### src/rtl/cacheline_burst_adaptor_if.sv
// Bus bundles for cacheline_burst_adaptor: the 256-bit line port toward the
// L2/write buffer and the narrow beat port toward main memory.
interface pmem_line_if;
    logic [31:0]  address;
    logic         read;
    logic         write;
    logic [255:0] wdata;
    logic [255:0] rdata;
    logic         resp;

    modport master (output address, read, write, wdata, input rdata, resp);
    modport slave  (input address, read, write, wdata, output rdata, resp);
endinterface

interface mem_beat_if #(parameter int BEAT_WIDTH = 64);
    logic [31:0]           address;
    logic                  read;
    logic                  write;
    logic [BEAT_WIDTH-1:0] wdata;
    logic [BEAT_WIDTH-1:0] rdata;
    logic                  resp;

    modport master (output address, read, write, wdata, input rdata, resp);
    modport slave  (input address, read, write, wdata, output rdata, resp);
endinterface

### src/rtl/cacheline_burst_adaptor.sv
// Splits each 256-bit line read/write into NUM_BEATS memory beats and pulses pmem.resp once per line.
// Optional stall watchdog + sticky mem_err: define CACHELINE_BURST_ADAPTOR_TIMEOUT_EN.
module cacheline_burst_adaptor #(
    parameter int BEAT_WIDTH = 64,
    parameter int NUM_BEATS  = 4,
    parameter int TIMEOUT    = 255
) (
    input  logic       clk,
    input  logic       reset,
    pmem_line_if.slave pmem,
    mem_beat_if.master mem
`ifdef CACHELINE_BURST_ADAPTOR_TIMEOUT_EN
    ,
    output logic       mem_err
`endif
);
    localparam int CW = (NUM_BEATS > 1) ? $clog2(NUM_BEATS) : 1;

    if (BEAT_WIDTH * NUM_BEATS != 256 || TIMEOUT < 1) begin : g_bad_cfg
        $error("cacheline_burst_adaptor: BEAT_WIDTH*NUM_BEATS must be 256 and TIMEOUT >= 1");
    end

    typedef enum logic [1:0] {IDLE, RD_BURST, WR_BURST, DONE} state_t;

    state_t         state, state_nx;
    logic [CW-1:0]  cnt, cnt_nx;
    logic [31:0]    addr_q, addr_nx;
    logic [255:0]   line_buf, line_nx;
    logic           last_beat;

`ifdef CACHELINE_BURST_ADAPTOR_TIMEOUT_EN
    localparam int WDW = $clog2(TIMEOUT + 1);
    logic [WDW-1:0] wd, wd_nx;
    logic           err_nx;
`endif

    assign last_beat = (cnt == CW'(NUM_BEATS - 1));

    always_ff @(posedge clk or posedge reset) begin
        if (reset) begin
            state    <= IDLE;
            cnt      <= '0;
            addr_q   <= '0;
            line_buf <= '0;
`ifdef CACHELINE_BURST_ADAPTOR_TIMEOUT_EN
            wd       <= '0;
            mem_err  <= 1'b0;
`endif
        end else begin
            state    <= state_nx;
            cnt      <= cnt_nx;
            addr_q   <= addr_nx;
            line_buf <= line_nx;
`ifdef CACHELINE_BURST_ADAPTOR_TIMEOUT_EN
            wd       <= wd_nx;
            mem_err  <= err_nx;
`endif
        end
    end

    always_comb begin
        state_nx = state;
        cnt_nx   = cnt;
        addr_nx  = addr_q;
        line_nx  = line_buf;
`ifdef CACHELINE_BURST_ADAPTOR_TIMEOUT_EN
        wd_nx    = wd;
        err_nx   = mem_err;
`endif
        case (state)
            IDLE: begin
                // Writes win so evictions drain ahead of fills.
                if (pmem.write) begin
                    state_nx = WR_BURST;
                    cnt_nx   = '0;
                    addr_nx  = pmem.address & ~32'h1F;
                    line_nx  = pmem.wdata;
`ifdef CACHELINE_BURST_ADAPTOR_TIMEOUT_EN
                    wd_nx    = '0;
`endif
                end else if (pmem.read) begin
                    state_nx = RD_BURST;
                    cnt_nx   = '0;
                    addr_nx  = pmem.address & ~32'h1F;
`ifdef CACHELINE_BURST_ADAPTOR_TIMEOUT_EN
                    // Beats lost to a timeout must read back as zero.
                    line_nx  = '0;
                    wd_nx    = '0;
`endif
                end
            end
            RD_BURST, WR_BURST: begin
                if (mem.resp) begin
                    if (state == RD_BURST)
                        line_nx[cnt*BEAT_WIDTH +: BEAT_WIDTH] = mem.rdata;
                    cnt_nx = last_beat ? '0 : cnt + 1'b1;
                    if (last_beat)
                        state_nx = DONE;
`ifdef CACHELINE_BURST_ADAPTOR_TIMEOUT_EN
                    wd_nx = '0;
                end else if (wd == WDW'(TIMEOUT - 1)) begin
                    state_nx = DONE;
                    cnt_nx   = '0;
                    err_nx   = 1'b1;
                end else begin
                    wd_nx = wd + 1'b1;
`endif
                end
            end
            DONE:    state_nx = IDLE;
            default: state_nx = IDLE;
        endcase
    end

    assign pmem.rdata  = line_buf;
    assign pmem.resp   = (state == DONE);
    assign mem.address = addr_q;
    assign mem.read    = (state == RD_BURST);
    assign mem.write   = (state == WR_BURST);
    assign mem.wdata   = line_buf[cnt*BEAT_WIDTH +: BEAT_WIDTH];
endmodule

### src/flat_wrapper.sv
// flat-port wrapper written by rule: the top's interface ports become plain ports
module cacheline_burst_adaptor_flat 
#(
    parameter int BEAT_WIDTH = 64,
    parameter int NUM_BEATS  = 4,
    parameter int TIMEOUT    = 255
)
  (clk, reset, pmem_address, pmem_read, pmem_write, pmem_wdata, pmem_rdata, pmem_resp, mem_address, mem_read, mem_write, mem_wdata, mem_rdata, mem_resp);
  pmem_line_if pmem_i ();
  mem_beat_if #(.BEAT_WIDTH(BEAT_WIDTH)) mem_i ();
  input  logic clk;
  input  logic reset;
  input wire logic [$bits(pmem_i.address)-1:0] pmem_address;
  input wire logic [$bits(pmem_i.read)-1:0] pmem_read;
  input wire logic [$bits(pmem_i.write)-1:0] pmem_write;
  input wire logic [$bits(pmem_i.wdata)-1:0] pmem_wdata;
  output wire logic [$bits(pmem_i.rdata)-1:0] pmem_rdata;
  output wire logic [$bits(pmem_i.resp)-1:0] pmem_resp;
  output wire logic [$bits(mem_i.address)-1:0] mem_address;
  output wire logic [$bits(mem_i.read)-1:0] mem_read;
  output wire logic [$bits(mem_i.write)-1:0] mem_write;
  output wire logic [$bits(mem_i.wdata)-1:0] mem_wdata;
  input wire logic [$bits(mem_i.rdata)-1:0] mem_rdata;
  input wire logic [$bits(mem_i.resp)-1:0] mem_resp;
  assign pmem_i.address = pmem_address;
  assign pmem_i.read = pmem_read;
  assign pmem_i.write = pmem_write;
  assign pmem_i.wdata = pmem_wdata;
  assign pmem_rdata = pmem_i.rdata;
  assign pmem_resp = pmem_i.resp;
  assign mem_address = mem_i.address;
  assign mem_read = mem_i.read;
  assign mem_write = mem_i.write;
  assign mem_wdata = mem_i.wdata;
  assign mem_i.rdata = mem_rdata;
  assign mem_i.resp = mem_resp;
  cacheline_burst_adaptor #(.BEAT_WIDTH(BEAT_WIDTH), .NUM_BEATS(NUM_BEATS), .TIMEOUT(TIMEOUT)) u_core (.clk(clk), .reset(reset), .pmem(pmem_i), .mem(mem_i));
endmodule
### config.mk
export PLATFORM = sky130hd
export DESIGN_NAME = cacheline_burst_adaptor_flat
export DESIGN_NICKNAME = d
export VERILOG_FILES = /design/src/rtl/cacheline_burst_adaptor_if.sv /design/src/rtl/cacheline_burst_adaptor.sv /design/src/flat_wrapper.sv
export SDC_FILE = /design/constraint.sdc
export NUM_CORES = 1
export LEC_CHECK = 0
export ABC_CLOCK_PERIOD_IN_PS = 24700
export BUFFER_PORTS_ARGS = -buffer_cell sky130_fd_sc_hd__buf_2
export CAP_MARGIN = 20
export CORE_AREA = 4 4 272 274
export CTS_CLUSTER_DIAMETER = 40
export DETAILED_ROUTE_END_ITERATION = 8
export DIE_AREA = 0 0 276 278
export PLACE_DENSITY = 0.53
export SETUP_SLACK_MARGIN = 0.5
export SLEW_MARGIN = 20
export SYNTH_ARGS = -nofsm -noshare
export SYNTH_HDL_FRONTEND = slang
export SYNTH_SLANG_ARGS = --single-unit
### constraint.sdc
create_clock -name clk -period 24.7 [get_ports clk]
set_input_delay 1.235 -clock clk [delete_from_list [all_inputs] [get_ports clk]]
set_output_delay 1.235 -clock clk [all_outputs]
set_load 0.005 [all_outputs]
# --- Yosys cells after proc, flatten, opt, wreduce, memory -nomap -nowiden ---
# Index checks and enable logic that the tools add are counted.
classes:
  n_addsub: 2
  eq_ne: 9
  n_shift: 3
  muxes: 17
  reduce_logical: 8
op_table:
  columns: ["operator", "count"]
  rows:
  - ["$mux 256", 3]
  - ["$pmux 256 s2", 1]
  - ["$bwmux 256", 1]
  - ["$shift 64x34->256 const A", 1]
  - ["$shiftx 256x9->64", 1]
  - ["$shiftx 64x34->256", 1]
  - ["$mux 32", 2]
  - ["$neg 8->34", 1]
  - ["$mux 2", 8]
  - ["$eq 2x2->1 const B", 3]
  - ["$ne 2x2->1 const B", 3]
  - ["$pmux 2 s3", 1]
  - ["$reduce_and 3->1", 2]
  - ["$pmux 2 s2", 1]
  - ["$reduce_and 4->1", 1]
  - ["$reduce_bool 2->1", 2]
  - ["$ne 3x3->1 const B", 1]
  - ["$add 2x1->2 const B", 1]
  - ["$eq 2x1->1 const B", 1]
  - ["$logic_not 2->1", 1]
  - ["$ne 2x1->1 const B", 1]
  - ["$reduce_and 2->1", 1]
  - ["$reduce_or 2->1", 1]
totals:
  regBits: 292
  in_bits: 357
  output_inout_bits: 355
  elab_cells: 43

# --- Logic depth before layout (Yosys ltp) ---
# Gate-level depths: netlist of run 1.
depth:
  word_depth: 6
  mapped_depth: 10

# --- Least setup slack after synthesis of run 1 ---
# OpenSTA, ideal clock, no wires.
synth_timing:
  path_kind: "flip-flop to flip-flop"
  from: "register u_core.cnt[1]"
  to: "register u_core.line_buf[100] (netlist: u_core.pmem.rdata[100])"
  setup_time_ps: 125
  arrival_time_ps: 2601
  slack_ps: 21975
  path_stages_with_launch: 11
  n_path_buf: 5
  period_less_slack_ps: 2725
  path_cell_list: "dfrtp_1 -> buf_2 -> clkbuf_1 -> inv_1 -> ha_1 -> clkbuf_1 -> and2_1 -> buf_1 -> clkbuf_1 -> a32o_1 -> mux2_2"
synth_via:
  elab_chain_len: 6
  word_cells_on_any_way: 7
  classes_between: "1 x add/sub; 2 x shift; 4 x mux"
synth_rtl:
  columns: ["element", "line", "source"]
  rows:
  - ["start, declared", "cacheline_burst_adaptor.sv:26", "logic [CW-1:0] cnt, cnt_nx;"]
  - ["start signal, assigned", "cacheline_burst_adaptor.sv:51", "cnt <= cnt_nx;"]
  - ["$neg 8->34 (*)", "cacheline_burst_adaptor.sv:95", "line_nx[cnt*BEAT_WIDTH +: BEAT_WIDTH] = mem.rdata;"]
  - ["$shiftx 64x34->256 / $shift 64x34->256 (equally long branches)", "cacheline_burst_adaptor.sv:95", null]
  - ["$bwmux 256 (*)", "cacheline_burst_adaptor.sv:95", null]
  - ["$mux 256 (*)", "cacheline_burst_adaptor.sv:94", "if (state == RD_BURST)"]
  - ["$mux 256 (*)", "cacheline_burst_adaptor.sv:93", "if (mem.resp) begin"]
  - ["$pmux 256 s2 (*)", "cacheline_burst_adaptor.sv:70", "case (state)"]
  - ["end signal, assigned", "cacheline_burst_adaptor.sv:53", "line_buf <= line_nx;"]
  - ["end, declared", "cacheline_burst_adaptor.sv:28", "logic [255:0] line_buf, line_nx;"]
# Every way passes the cells marked *; elsewhere a longest branch is shown, timed or not. The select of a mux whose other input is x is not followed.
# A chain may end at the register's enable or synchronous reset.

# --- Worst setup path in the final report of run 1 ---
layout_timing:
  from: "register u_core.cnt[0]"
  to: "register u_core.line_buf[96] (netlist: u_core.pmem.rdata[96])"
# Same word-level chain as after synthesis.

==> results of run 1 <==
-- state kept, by name, summed over array words and instances, names as in the netlist --
name and count:
u_core.cnt 2, u_core.mem.address 27, u_core.pmem.rdata 256, u_core.state 2
-- cell families (layout without fill, tap and decap cells) --
kind of cell | count (synthesis) | after routing
multiplexers | 352 | 352
flip-flops | 287 | 287
AO/OA/AOI/OAI | 264 | 264
buffers and inverters | 230 | 906
AND/OR/NAND/NOR | 147 | 147
adder cells (fa/ha/maj) | 9 | 9
other | 1 | 14
-- cell type report --
type,count,area [um^2]
Antenna cell,9,22.5
Clock buffer,71,1630
Clock inverter,39,558
Fill cell,7306,48500
Inverter,76,298
Multi-Input combinational cell,777,8320
Sequential cell,287,7190
Tap cell,950,1190
Timing Repair Buffer,720,3660
-- path summary, 6_finish.rpt --
| path | start | to | slack, ps |
|---|---|---|---|
| max in group asynchronous | reset | u_core.pmem.rdata[56]$_DFFE_PP0P_ | 21650 |
| max | u_core.cnt[0]$_DFFE_PP0P_ | u_core.pmem.rdata[96]$_DFFE_PP0P_ | 19990 |
| min | u_core.mem.address[7]$_DFFE_PP0P_ | u_core.mem.address[7]$_DFFE_PP0P_ | 500 |
| min reg2reg | u_core.mem.address[7]$_DFFE_PP0P_ | u_core.mem.address[7]$_DFFE_PP0P_ | 500 |
| min in group asynchronous | reset | u_core.pmem.rdata[89]$_DFFE_PP0P_ | 720 |
| max reg2reg | u_core.cnt[0]$_DFFE_PP0P_ | u_core.pmem.rdata[96]$_DFFE_PP0P_ | 19990 |
-- cell usage in the layout, fill, tap and decap left out, types with 17 or more instances in the layout --
| cell | synthesis | final |
|---|---|---|
| sky130_fd_sc_hd__mux2_2 | 247 | 247 |
| sky130_fd_sc_hd__inv_1 | 75 | 74 |
| sky130_fd_sc_hd__mux4_2 | 64 | 64 |
| sky130_fd_sc_hd__o32ai_1 | 66 | 66 |
| sky130_fd_sc_hd__o2bb2ai_1 | 66 | 66 |
| sky130_fd_sc_hd__clkbuf_16 | 0 | 60 |
| sky130_fd_sc_hd__nand2_1 | 69 | 69 |
| sky130_fd_sc_hd__nand4b_1 | 64 | 64 |
| sky130_fd_sc_hd__buf_4 | 6 | 17 |
| sky130_fd_sc_hd__buf_2 | 21 | 701 |
| sky130_fd_sc_hd__a32o_1 | 124 | 124 |
| sky130_fd_sc_hd__mux2_1 | 37 | 37 |
| sky130_fd_sc_hd__dfrtp_1 | 287 | 285 |
-- power by group --
group	switching [mW]	internal, mW
registers	0.193	0.680
logic	1.10	0.924
clock network	0.279	0.595
total	1.57	2.20
-- metal layers --
| metal | track usage [%] | up-vias |
|---|---|---|
| li1 | - | 6353 |
| met1 | 21.5 | 7817 |
| met2 | 31.7 | 860 |
| met3 | 4.59 | 157 |
| met4 | 6.76 | 4 |
| met5 | 0 | - |
-- per-stage QoR --
stage          cells  hold slack, ps  setup slack (ps)  cell area (um^2)
2_1_floorplan   1294             501             15540             16500
3_3_place_gp    2810             486             20100             20600
3_5_place_dp    2810             488             20060             20600
4_1_cts         2920             499             20020             22800
5_1_grt         2929             517             19770             22900
6_report        2929             496             19990             22900
==> flow_metrics.py, run 1 <==
metrics = {
    "status": {
        "status": "finished clean",
    },
    "drt": {
        "drt_wl_total_mm": 73.4,
        "metal1_wirelength_mm": 28.1,
        "wl_per_cell_um": 25.1,
        "route.detailed.drc": 0,
        "routed-wl-met3_mm": 6.00,
        "dr.max_layer_used": "met5",
        "route.met2.wl_mm": 37.1,
        "detailroute.via_count": 15200,
        "drt-vias-per-instance": 5.19,
        "firstDrtPassIters": 5,
        "route.antenna.remaining_nets": 0,
        "drt_iter0_drc": 907,
    },
    "flow_run": {
        "timing.max_cap.violations": 0,
    },
    "timing": {
        "timing.setup.tns_ps": 0,
        "fin_crit_ps": 4710,
        "rsz0062_at_grt": "no",
        "layout_worst_path_cycle_share_pct": 19.1,
        "max_slew.worst_pin.slew_ps": 1100,
        "timing.slew.headroom_pct": 26.4,
        "clock-skew-final_ps": 16.5,
        "final-setup-viol-count": 0,
        "achievable-frequency_ghz": 0.212,
        "hold_violations": 0,
        "final_slew_viol_count": 0,
    },
    "min_path": {
        "hold-path-cell-count": 1,
        "path_category_of_the_worst_min_delay_check": "reg2reg",
    },
    "worst_setup_path": {
        "cp_max_fo": 65,
        "cp-start-kind": "flop",
        "timing.critical_path.max_delay_family": "buffers and inverters",
        "critical_path.max_stage_delay_ps": 1020,
        "critical_path.most_common_cell": "sky130_fd_sc_hd__buf_4",
        "critPathArrivalTime_ps": 5240,
        "ff2ff_path_depth": 7,
        "timing.setup.critical_path_class": "reg2reg",
        "critPathCaptureType": "flop",
        "crit_path_top_delay_cell": "sky130_fd_sc_hd__and3b_4",
        "cp_cell_sequence": "buf_4 -> inv_1 -> ha_1 -> and3b_4 -> buf_4 -> a32o_1 -> mux2_2",
        "cp.depth": 7,
        "worstPathBufferInverterCount": 3,
        "worst_ep_required_time_ps": 25230,
    },
    "yosys": {
        "post_synth_main_area_contributors": "sky130_fd_sc_hd__dfrtp_1 43%, sky130_fd_sc_hd__mux2_2 17%, sky130_fd_sc_hd__mux4_2 8.7%, sky130_fd_sc_hd__a32o_1 7.5%, sky130_fd_sc_hd__o2bb2ai_1 3.5%",
        "mapped_cells": 1290,
        "ys_ff_latch": 287,
        "synthMostInstantiatedCell": "sky130_fd_sc_hd__dfrtp_1",
        "ys_top_cells_by_count": "287 x sky130_fd_sc_hd__dfrtp_1, 247 x sky130_fd_sc_hd__mux2_2, 124 x sky130_fd_sc_hd__a32o_1",
        "ys_warn_count": 0,
        "synth_enable_flop_cells": 0,
        "synth_flop_cell": "sky130_fd_sc_hd__dfrtp_1",
        "syn_avg_cell_area_um2": 12.8,
        "synth-simple-area-share_pct": 5.46,
        "sequential_cell_area_fraction_in_the_yosys_report_pct": 43.5,
        "synth-xor-area-share_pct": 0,
        "synthArstFlopShare_pct": 100,
        "synth_top_area_cell": "sky130_fd_sc_hd__dfrtp_1",
        "synth_top_family_by_area": "multiplexers",
        "synthDistinctLibCells": 33,
        "synth_compound_gate_area_share_pct": 15.3,
        "post-synth-top-area-fraction_pct": 43.5,
        "synth-adder-area-share_pct": 0.682,
        "synth.cell_area_um2": 16500,
        "synth.area.mux_share_pct": 28.4,
    },
    "grt": {
        "first_global_vias": 16500,
        "grt.total_usage_pct": 18.1,
        "grt_overflow_total": 0,
        "grt_first_pass_wirelength_mm": 108,
        "grt_max_degree": 97,
        "antenna_found_initial": 17,
    },
    "clocking": {
        "h-tree-depth": 2,
        "cts_repair_resize_count": 0,
        "postCtsSetupBuffers": 0,
        "clk-insertion-delay-late_ps": 590,
        "clk_pin_slew_worst_paths_ps": 50,
        "ctsHoldBuffers": 0,
        "tritoncts": "done",
        "cts.path.max_buffers": 3,
        "cts.sinks": 287,
        "cts-buffers-inserted": 59,
        "clockRootBuffer": "sky130_fd_sc_hd__clkbuf_16",
    },
    "place": {
        "count_of_buffers_from_port_buffering": 701,
        "hpwlAfterDp_mm": 50.0,
        "globalplace.congestion": 0.858,
    },
    "die": {
        "ioPinCount": 712,
        "fp.dieW_um": 276,
        "floorplan.die.height_um": 278,
        "dieArea_um2": 76700,
        "starting_density_pct": 23.1,
        "rows": 98,
        "placeableCoreArea_um2": 71400,
    },
    "finish": {
        "postLayoutCoreUtil_pct": 32.0,
        "area_delta_synth_final_pct": 38.5,
        "final_layout_size_suffix_gt1_share_pct": 58.7,
        "design.final.nets": 2287,
    },
    "power_and_ir_drop": {
        "total_power_mw": 3.77,
        "vdd_drop_max_mv": 0.172,
        "power.density_cell_area_nw_per_um2": 165,
        "leakagePower_nw": 10.8,
    },
}
(Power assumes the default switching activity.)
==> inputs of run 2 (changes only) <==
- ABC_CLOCK_PERIOD_IN_PS: 24700 -> 4700
- CORE_AREA: 4 4 272 274 -> 4 4 275 277
- DIE_AREA: 0 0 276 278 -> 0 0 279 281
- PLACE_DENSITY: 0.53 -> 0.52
- clock period: 24.7 -> 4.7 ns (I/O delays scaled with it)
==> flow_metrics.py, run 2 (synthesized netlist as in run 1, its figures left out) <==
metrics = {
    "status": {
        "status": "finished clean",
    },
    "clocking": {
        "clockRootBuffer": "sky130_fd_sc_hd__clkbuf_16",
        "clk_pin_slew_worst_paths_ps": 50,
        "cts-buffers-inserted": 61,
        "clk-insertion-delay-late_ps": 610,
        "cts.path.max_buffers": 3,
        "tritoncts": "done",
        "h-tree-depth": 2,
        "cts.sinks": 287,
        "postCtsSetupBuffers": 0,
    },
    "worst_setup_path": {
        "critPathCaptureType": "flop",
        "cp_max_fo": 65,
        "ff2ff_path_depth": 7,
        "worst_ep_required_time_ps": 5240,
        "cp-start-kind": "flop",
        "timing.setup.critical_path_class": "reg2reg",
        "critPathArrivalTime_ps": 4330,
    },
    "power_and_ir_drop": {
        "vdd_drop_max_mv": 0.664,
        "power.density_cell_area_nw_per_um2": 785,
        "leakagePower_nw": 11.9,
    },
    "drt": {
        "drt_wl_total_mm": 74.5,
        "firstDrtPassIters": 5,
        "detailroute.via_count": 16200,
        "drt-vias-per-instance": 5.06,
        "drt_iter0_drc": 923,
        "wl_per_cell_um": 23.3,
        "route.detailed.drc": 0,
        "route.antenna.remaining_nets": 0,
    },
    "timing": {
        "layout_worst_path_cycle_share_pct": 80.7,
        "postLayoutSetupSlackWorst_ps": 907,
        "timing.setup.tns_ps": 0,
        "final-setup-viol-count": 0,
        "rsz0062_at_grt": "no",
        "clock-skew-final_ps": 30.6,
        "achievable-frequency_ghz": 0.264,
        "fin_crit_ps": 3790,
        "timing.slew.headroom_pct": 26.3,
        "final_slew_viol_count": 0,
        "max_slew.worst_pin.slew_ps": 1110,
        "hold_violations": 0,
    },
    "finish": {
        "area_delta_synth_final_pct": 55.3,
        "layout_commonest_cell": "sky130_fd_sc_hd__buf_2",
        "final_layout_size_suffix_gt1_share_pct": 51.7,
        "stdcell_area_um2": 25700,
        "design.final.nets": 2558,
        "largest_register_ffs": 256,
        "commonest_non_fill_non_tap_cells_in_the_layout": "701 x sky130_fd_sc_hd__buf_2, 285 x sky130_fd_sc_hd__dfrtp_1, 266 x sky130_fd_sc_hd__dlygate4sd3_1, 247 x sky130_fd_sc_hd__mux2_2, 124 x sky130_fd_sc_hd__a32o_1",
    },
    "die": {
        "fp.dieW_um": 279,
        "dieArea_um2": 78400,
        "floorplan.die.height_um": 281,
        "ioPinCount": 712,
        "starting_density_pct": 22.7,
        "placeableCoreArea_um2": 72800,
        "rows": 99,
    },
    "grt": {
        "grt_max_degree": 151,
        "first_global_vias": 17700,
        "grt_overflow_total": 0,
        "grt.total_usage_pct": 18.0,
        "antenna_found_initial": 4,
        "grt_first_pass_wirelength_mm": 111,
    },
    "place": {
        "dpl-instance-area_um2": 20800,
        "preCtsSetupSlack_ps": 1320,
        "count_of_buffers_from_port_buffering": 701,
        "hpwlAfterDp_mm": 49.6,
        "globalplace.congestion": 0.841,
    },
    "flow_run": {
        "timing.max_cap.violations": 0,
    },
    "min_path": {
        "hold-path-cell-count": 4,
        "path_category_of_the_worst_min_delay_check": "in2reg",
    },
}
[run 2: cell types whose count changed in the layout (fill, tap and decap cells not counted), moves of 2 or more]
cell,before,now
sky130_fd_sc_hd__buf_12,0,9
sky130_fd_sc_hd__dlygate4sd3_1,0,266
sky130_fd_sc_hd__clkbuf_1,2,5
sky130_fd_sc_hd__diode_2,9,1
sky130_fd_sc_hd__bufinv_16,12,10
sky130_fd_sc_hd__buf_6,2,0
sky130_fd_sc_hd__inv_6,6,4
sky130_fd_sc_hd__clkinvlp_4,10,12
sky130_fd_sc_hd__buf_4,17,13
[run 2: per-layer routing]
metal  global-route usage, %  vias to the layer above  share of wire, %
li1                        -                     6898                 -
met1                    20.9                     8195                37
met2                    32.0                      921                51
met3                    4.78                      168               8.6
met4                    6.43                        6               2.9
met5                       0                        -             0.055
[run 2: timing repair]
item	in CTS	in global routing
hold buffers	266	0
resized for setup	0	0
endpoints found under the setup margin	0	0
hold endpoints to repair	270	0
[run 2: through the flow]
step	hold slack (ps)	instances	power (mW)	util (%)
4_1_cts	0.162	3201	20.3	35.2
6_report	41.4	3202	20.1	35.2
3_5_place_dp	203	2822	15.4	28.5
3_3_place_gp	206	2822	15.2	28.5
5_1_grt	23.2	3201	21.2	35.2
2_1_floorplan	386	1294	11.4	-
[run 2: where the power goes]
| group | switching, mW | internal [mW] | leakage [nW] | total (mW) |
|---|---|---|---|---|
| registers | 0.939 | 3.57 | 3.66 | 4.51 |
| logic | 5.90 | 5.16 | 7.20 | 11.1 |
| clock network | 1.52 | 3.05 | 1.04 | 4.57 |
| total | 8.36 | 11.8 | 11.9 | 20.1 |
[run 2: final timing paths]
kind                                                           end                          startpoint  slack, ps
worst max-delay path             u_core.pmem.rdata[64]$_DFFE_PP0P_           u_core.cnt[0]$_DFFE_PP0P_        910
worst min-delay path            u_core.pmem.rdata[163]$_DFFE_PP0P_                     pmem_wdata[163]         40
worst max register to register   u_core.pmem.rdata[64]$_DFFE_PP0P_           u_core.cnt[0]$_DFFE_PP0P_        910
worst min register to register  u_core.mem.address[10]$_DFFE_PP0P_  u_core.mem.address[10]$_DFFE_PP0P_        500
max in group asynchronous        u_core.pmem.rdata[41]$_DFFE_PP0P_                               reset       3340
min in group asynchronous       u_core.pmem.rdata[141]$_DFFE_PP0P_                               reset        130
[run 2: area by class of cell]
class / instances / area [um^2]
Antenna cell: 1 / 2.50
Clock buffer: 74 / 1660
Timing Repair Buffer: 989 / 6450
Fill cell: 7189 / 47200
Multi-Input combinational cell: 777 / 8320
Clock inverter: 39 / 543
Inverter: 76 / 294
Tap cell: 959 / 1200
Sequential cell: 287 / 7190
[run 2: critical path, cell delays in order (launching register included)]
cell and delay [ps]:
sky130_fd_sc_hd__dfrtp_4 850, sky130_fd_sc_hd__inv_1 290, sky130_fd_sc_hd__ha_1 360, sky130_fd_sc_hd__and3b_4 920, sky130_fd_sc_hd__buf_12 370, sky130_fd_sc_hd__a32o_1 220, sky130_fd_sc_hd__dlygate4sd3_1 540, sky130_fd_sc_hd__mux2_2 130
==> inputs of run 3 (changes only) <==
- ABC_AREA: not set -> 1
- ABC_CLOCK_PERIOD_IN_PS: 4700 -> 3250
- CORE_AREA: 4 4 275 277 -> 4 4 273 275
- DIE_AREA: 0 0 279 281 -> 0 0 277 279
- PLACE_DENSITY: 0.52 -> 0.56
- clock period: 4.7 -> 3.25 ns (I/O delays scaled with it)
==> flow_metrics.py, run 3 <==
metrics = {
    "drt": {
        "drt_iter0_drc": 2222,
        "wl_per_cell_um": 21.2,
        "route.detailed.drc": 0,
        "drt-vias-per-instance": 4.92,
        "detailroute.via_count": 23800,
        "route.antenna.remaining_nets": 0,
        "drt_wl_total_mm": 102,
        "firstDrtPassIters": 5,
    },
    "finish": {
        "commonest_non_fill_non_tap_cells_in_the_layout": "1504 x sky130_fd_sc_hd__nand2_1, 701 x sky130_fd_sc_hd__buf_2, 457 x sky130_fd_sc_hd__dlygate4sd3_1, 285 x sky130_fd_sc_hd__dfrtp_1, 214 x sky130_fd_sc_hd__o21ai_0",
        "design.final.nets": 4195,
        "fin_cells": 4838,
        "largest_register_ffs": 256,
        "final.fill_count": 7466,
        "postLayoutCoreUtil_pct": 40.3,
        "final_layout_size_suffix_gt1_share_pct": 22.9,
        "area_delta_synth_final_pct": 63.8,
        "layout_commonest_cell": "sky130_fd_sc_hd__nand2_1",
    },
    "yosys": {
        "synth_compound_gate_area_share_pct": 8.60,
        "synth.cell_area_um2": 17800,
        "synth_enable_flop_cells": 0,
        "synthDistinctLibCells": 22,
        "synth_top_family_by_area": "simple AND/OR/NAND/NOR gates",
        "sequential_cell_area_fraction_in_the_yosys_report_pct": 40.4,
        "synthArstFlopShare_pct": 100,
        "ys_ff_latch": 287,
        "synth-adder-area-share_pct": 0.633,
        "synthMostInstantiatedCell": "sky130_fd_sc_hd__nand2_1",
        "synth-simple-area-share_pct": 43.9,
        "ys_warn_count": 0,
        "synth-xor-area-share_pct": 0,
        "synth_flop_cell": "sky130_fd_sc_hd__dfrtp_1",
        "post-synth-top-area-fraction_pct": 40.4,
        "mapped_cells": 2757,
        "ys_top_cells_by_count": "1505 x sky130_fd_sc_hd__nand2_1, 287 x sky130_fd_sc_hd__dfrtp_1, 214 x sky130_fd_sc_hd__o21ai_0",
        "synth_top_area_cell": "sky130_fd_sc_hd__dfrtp_1",
        "post_synth_main_area_contributors": "sky130_fd_sc_hd__dfrtp_1 40%, sky130_fd_sc_hd__nand2_1 32%, sky130_fd_sc_hd__o21ai_0 6.0%, sky130_fd_sc_hd__nand3b_1 5.5%, sky130_fd_sc_hd__nor2_1 4.1%",
        "syn_avg_cell_area_um2": 6.46,
        "synth.area.mux_share_pct": 0,
    },
    "worst_setup_path": {
        "ff2ff_path_depth": 8,
        "critical_path.reg2reg.startpoint": "u_core.cnt[0]$_DFFE_PP0P_",
        "reg2reg_setup_slack_ps": 560,
        "critPathArrivalTime_ps": 2530,
        "cp_max_fo": 44,
        "cp_cell_sequence": "buf_4 -> buf_6 -> o21ai_0 -> o22ai_1 -> buf_2",
        "timing.critical_path.max_delay_family": "buffers and inverters",
        "worst_reg2reg_endpoint": "u_core.pmem.rdata[51]$_DFFE_PP0P_",
        "critical_path.max_stage_delay_ps": 460,
        "crit_path_top_delay_cell": "sky130_fd_sc_hd__buf_6",
        "cp-start-kind": "flop",
        "crit_start": "u_core.cnt[1]$_DFFE_PP0P_",
        "endpoint": "mem_wdata[56]",
        "worstPathBufferInverterCount": 3,
        "worst_ep_required_time_ps": 3090,
        "cp.depth": 5,
        "timing.setup.critical_path_class": "reg2out",
        "critPathCaptureType": "primary output",
    },
    "clocking": {
        "h-tree-depth": 2,
        "tritoncts": "done",
        "postCtsSetupBuffers": 0,
        "clockRootBuffer": "sky130_fd_sc_hd__clkbuf_16",
        "clk_pin_slew_worst_paths_ps": 50,
        "cts-buffers-inserted": 59,
        "cts.sinks": 287,
        "clk-insertion-delay-late_ps": 610,
        "cts.path.max_buffers": 3,
    },
    "power_and_ir_drop": {
        "vdd_drop_max_mv": 1.14,
        "leakagePower_nw": 15.8,
        "power.density_cell_area_nw_per_um2": 1080,
        "total_power_mw": 31.4,
    },
    "die": {
        "ioPinCount": 712,
        "placeableCoreArea_um2": 72300,
        "floorplan.die.height_um": 279,
        "starting_density_pct": 24.6,
        "dieArea_um2": 77300,
        "fp.dieW_um": 277,
        "rows": 99,
    },
    "place": {
        "placedCellCount": 4265,
        "count_of_buffers_from_port_buffering": 701,
        "globalplace.congestion": 0.869,
        "preCtsSetupSlack_ps": 571,
        "hpwlAfterDp_mm": 62.2,
    },
    "timing": {
        "rsz0062_at_grt": "yes",
        "timing.slew.headroom_pct": 27.6,
        "achievable-frequency_ghz": 0.371,
        "clock-skew-final_ps": 18.4,
        "max_slew.worst_pin.slew_ps": 1090,
        "final_slew_viol_count": 0,
        "final-setup-viol-count": 0,
        "hold_violations": 0,
        "layout_worst_path_cycle_share_pct": 83.0,
        "postLayoutSetupSlackWorst_ps": 553,
        "fin_crit_ps": 2700,
        "timing.setup.tns_ps": 0,
    },
    "status": {
        "status": "finished clean",
    },
    "flow_run": {
        "timing.max_cap.violations": 0,
    },
    "grt": {
        "grt_first_pass_wirelength_mm": 147,
        "grt_overflow_total": 0,
        "first_global_vias": 23400,
        "grt.total_usage_pct": 24.5,
        "antenna_found_initial": 6,
        "grt_max_degree": 151,
    },
    "min_path": {
        "path_category_of_the_worst_min_delay_check": "in2reg",
    },
}
-- run 3: layout make-up --
class	count	area [um^2]	share of cell area, %
multi-input cells	2214	9540	32.7
repair buffers	1215	8860	30.4
flip-flops and latches	287	7190	24.7
clock buffers	81	1710	5.87
well taps	959	1200	4.12
clock inverters	26	419	1.44
inverters	52	214	0.734
diodes	4	10.0	0.0343
-- run 3: what timing repair did --
action,4_1_cts,5_1_grt
hold buffers,457,0
setup endpoints to repair,10,145
gates cloned,0,5
hold endpoints to repair,301,0
resized for setup,2,11
-- run 3: where the power goes --
| group | leakage, nW | switching [mW] | internal [mW] |
|---|---|---|---|
| Sequential | 3.69 | 1.34 | 5.11 |
| Clock | 1.03 | 2.14 | 4.37 |
| Combinational | 11.1 | 12.0 | 6.44 |
-- run 3: worst min-delay path by stage --
stage | start | endpoint | cells after the start
floorplan | pmem_address[10] | u_core.mem.address[10]$_DFFE_PP0P_ | 2
global placement | reset | u_core.pmem.rdata[132]$_DFFE_PP0P_ | 2
detailed placement | reset | u_core.pmem.rdata[132]$_DFFE_PP0P_ | 2
CTS | mem_rdata[5] | u_core.pmem.rdata[69]$_DFFE_PP0P_ | 5
global route | mem_rdata[58] | u_core.pmem.rdata[250]$_DFFE_PP0P_ | 7
finish | mem_rdata[5] | u_core.pmem.rdata[69]$_DFFE_PP0P_ | 5
-- run 3: stage by stage --
step	area, um^2	hold WS [ps]
floorplan	17800	279
global placement	22300	260
detailed placement	22300	256
CTS	29000	0.858
global route	29100	28.8
finish	29100	28.2
-- run 3: per-layer routing --
metal	track usage [%]	vias up	share of wire, %
li1	-	10800	-
met5	0	-	0.016
met4	10.6	2	4.7
met1	29.9	11200	38
met2	42.2	1463	48
met3	4.66	300	8.8
-- run 3: logic make-up (layout without fill, tap and decap cells) --
logic type,Yosys count,in the layout
simple gates,1911,1911
compound gates,289,289
flops,287,287
buf+inv,260,1374
fa+ha+maj,9,9
other cells,1,9
-- run 3: worst min-delay path, stage by stage --
cell	delay, ps
sky130_fd_sc_hd__buf_2	140
sky130_fd_sc_hd__nand3_1	80
sky130_fd_sc_hd__o21ai_0	80
sky130_fd_sc_hd__nand2_1	70
sky130_fd_sc_hd__nand2_1	50
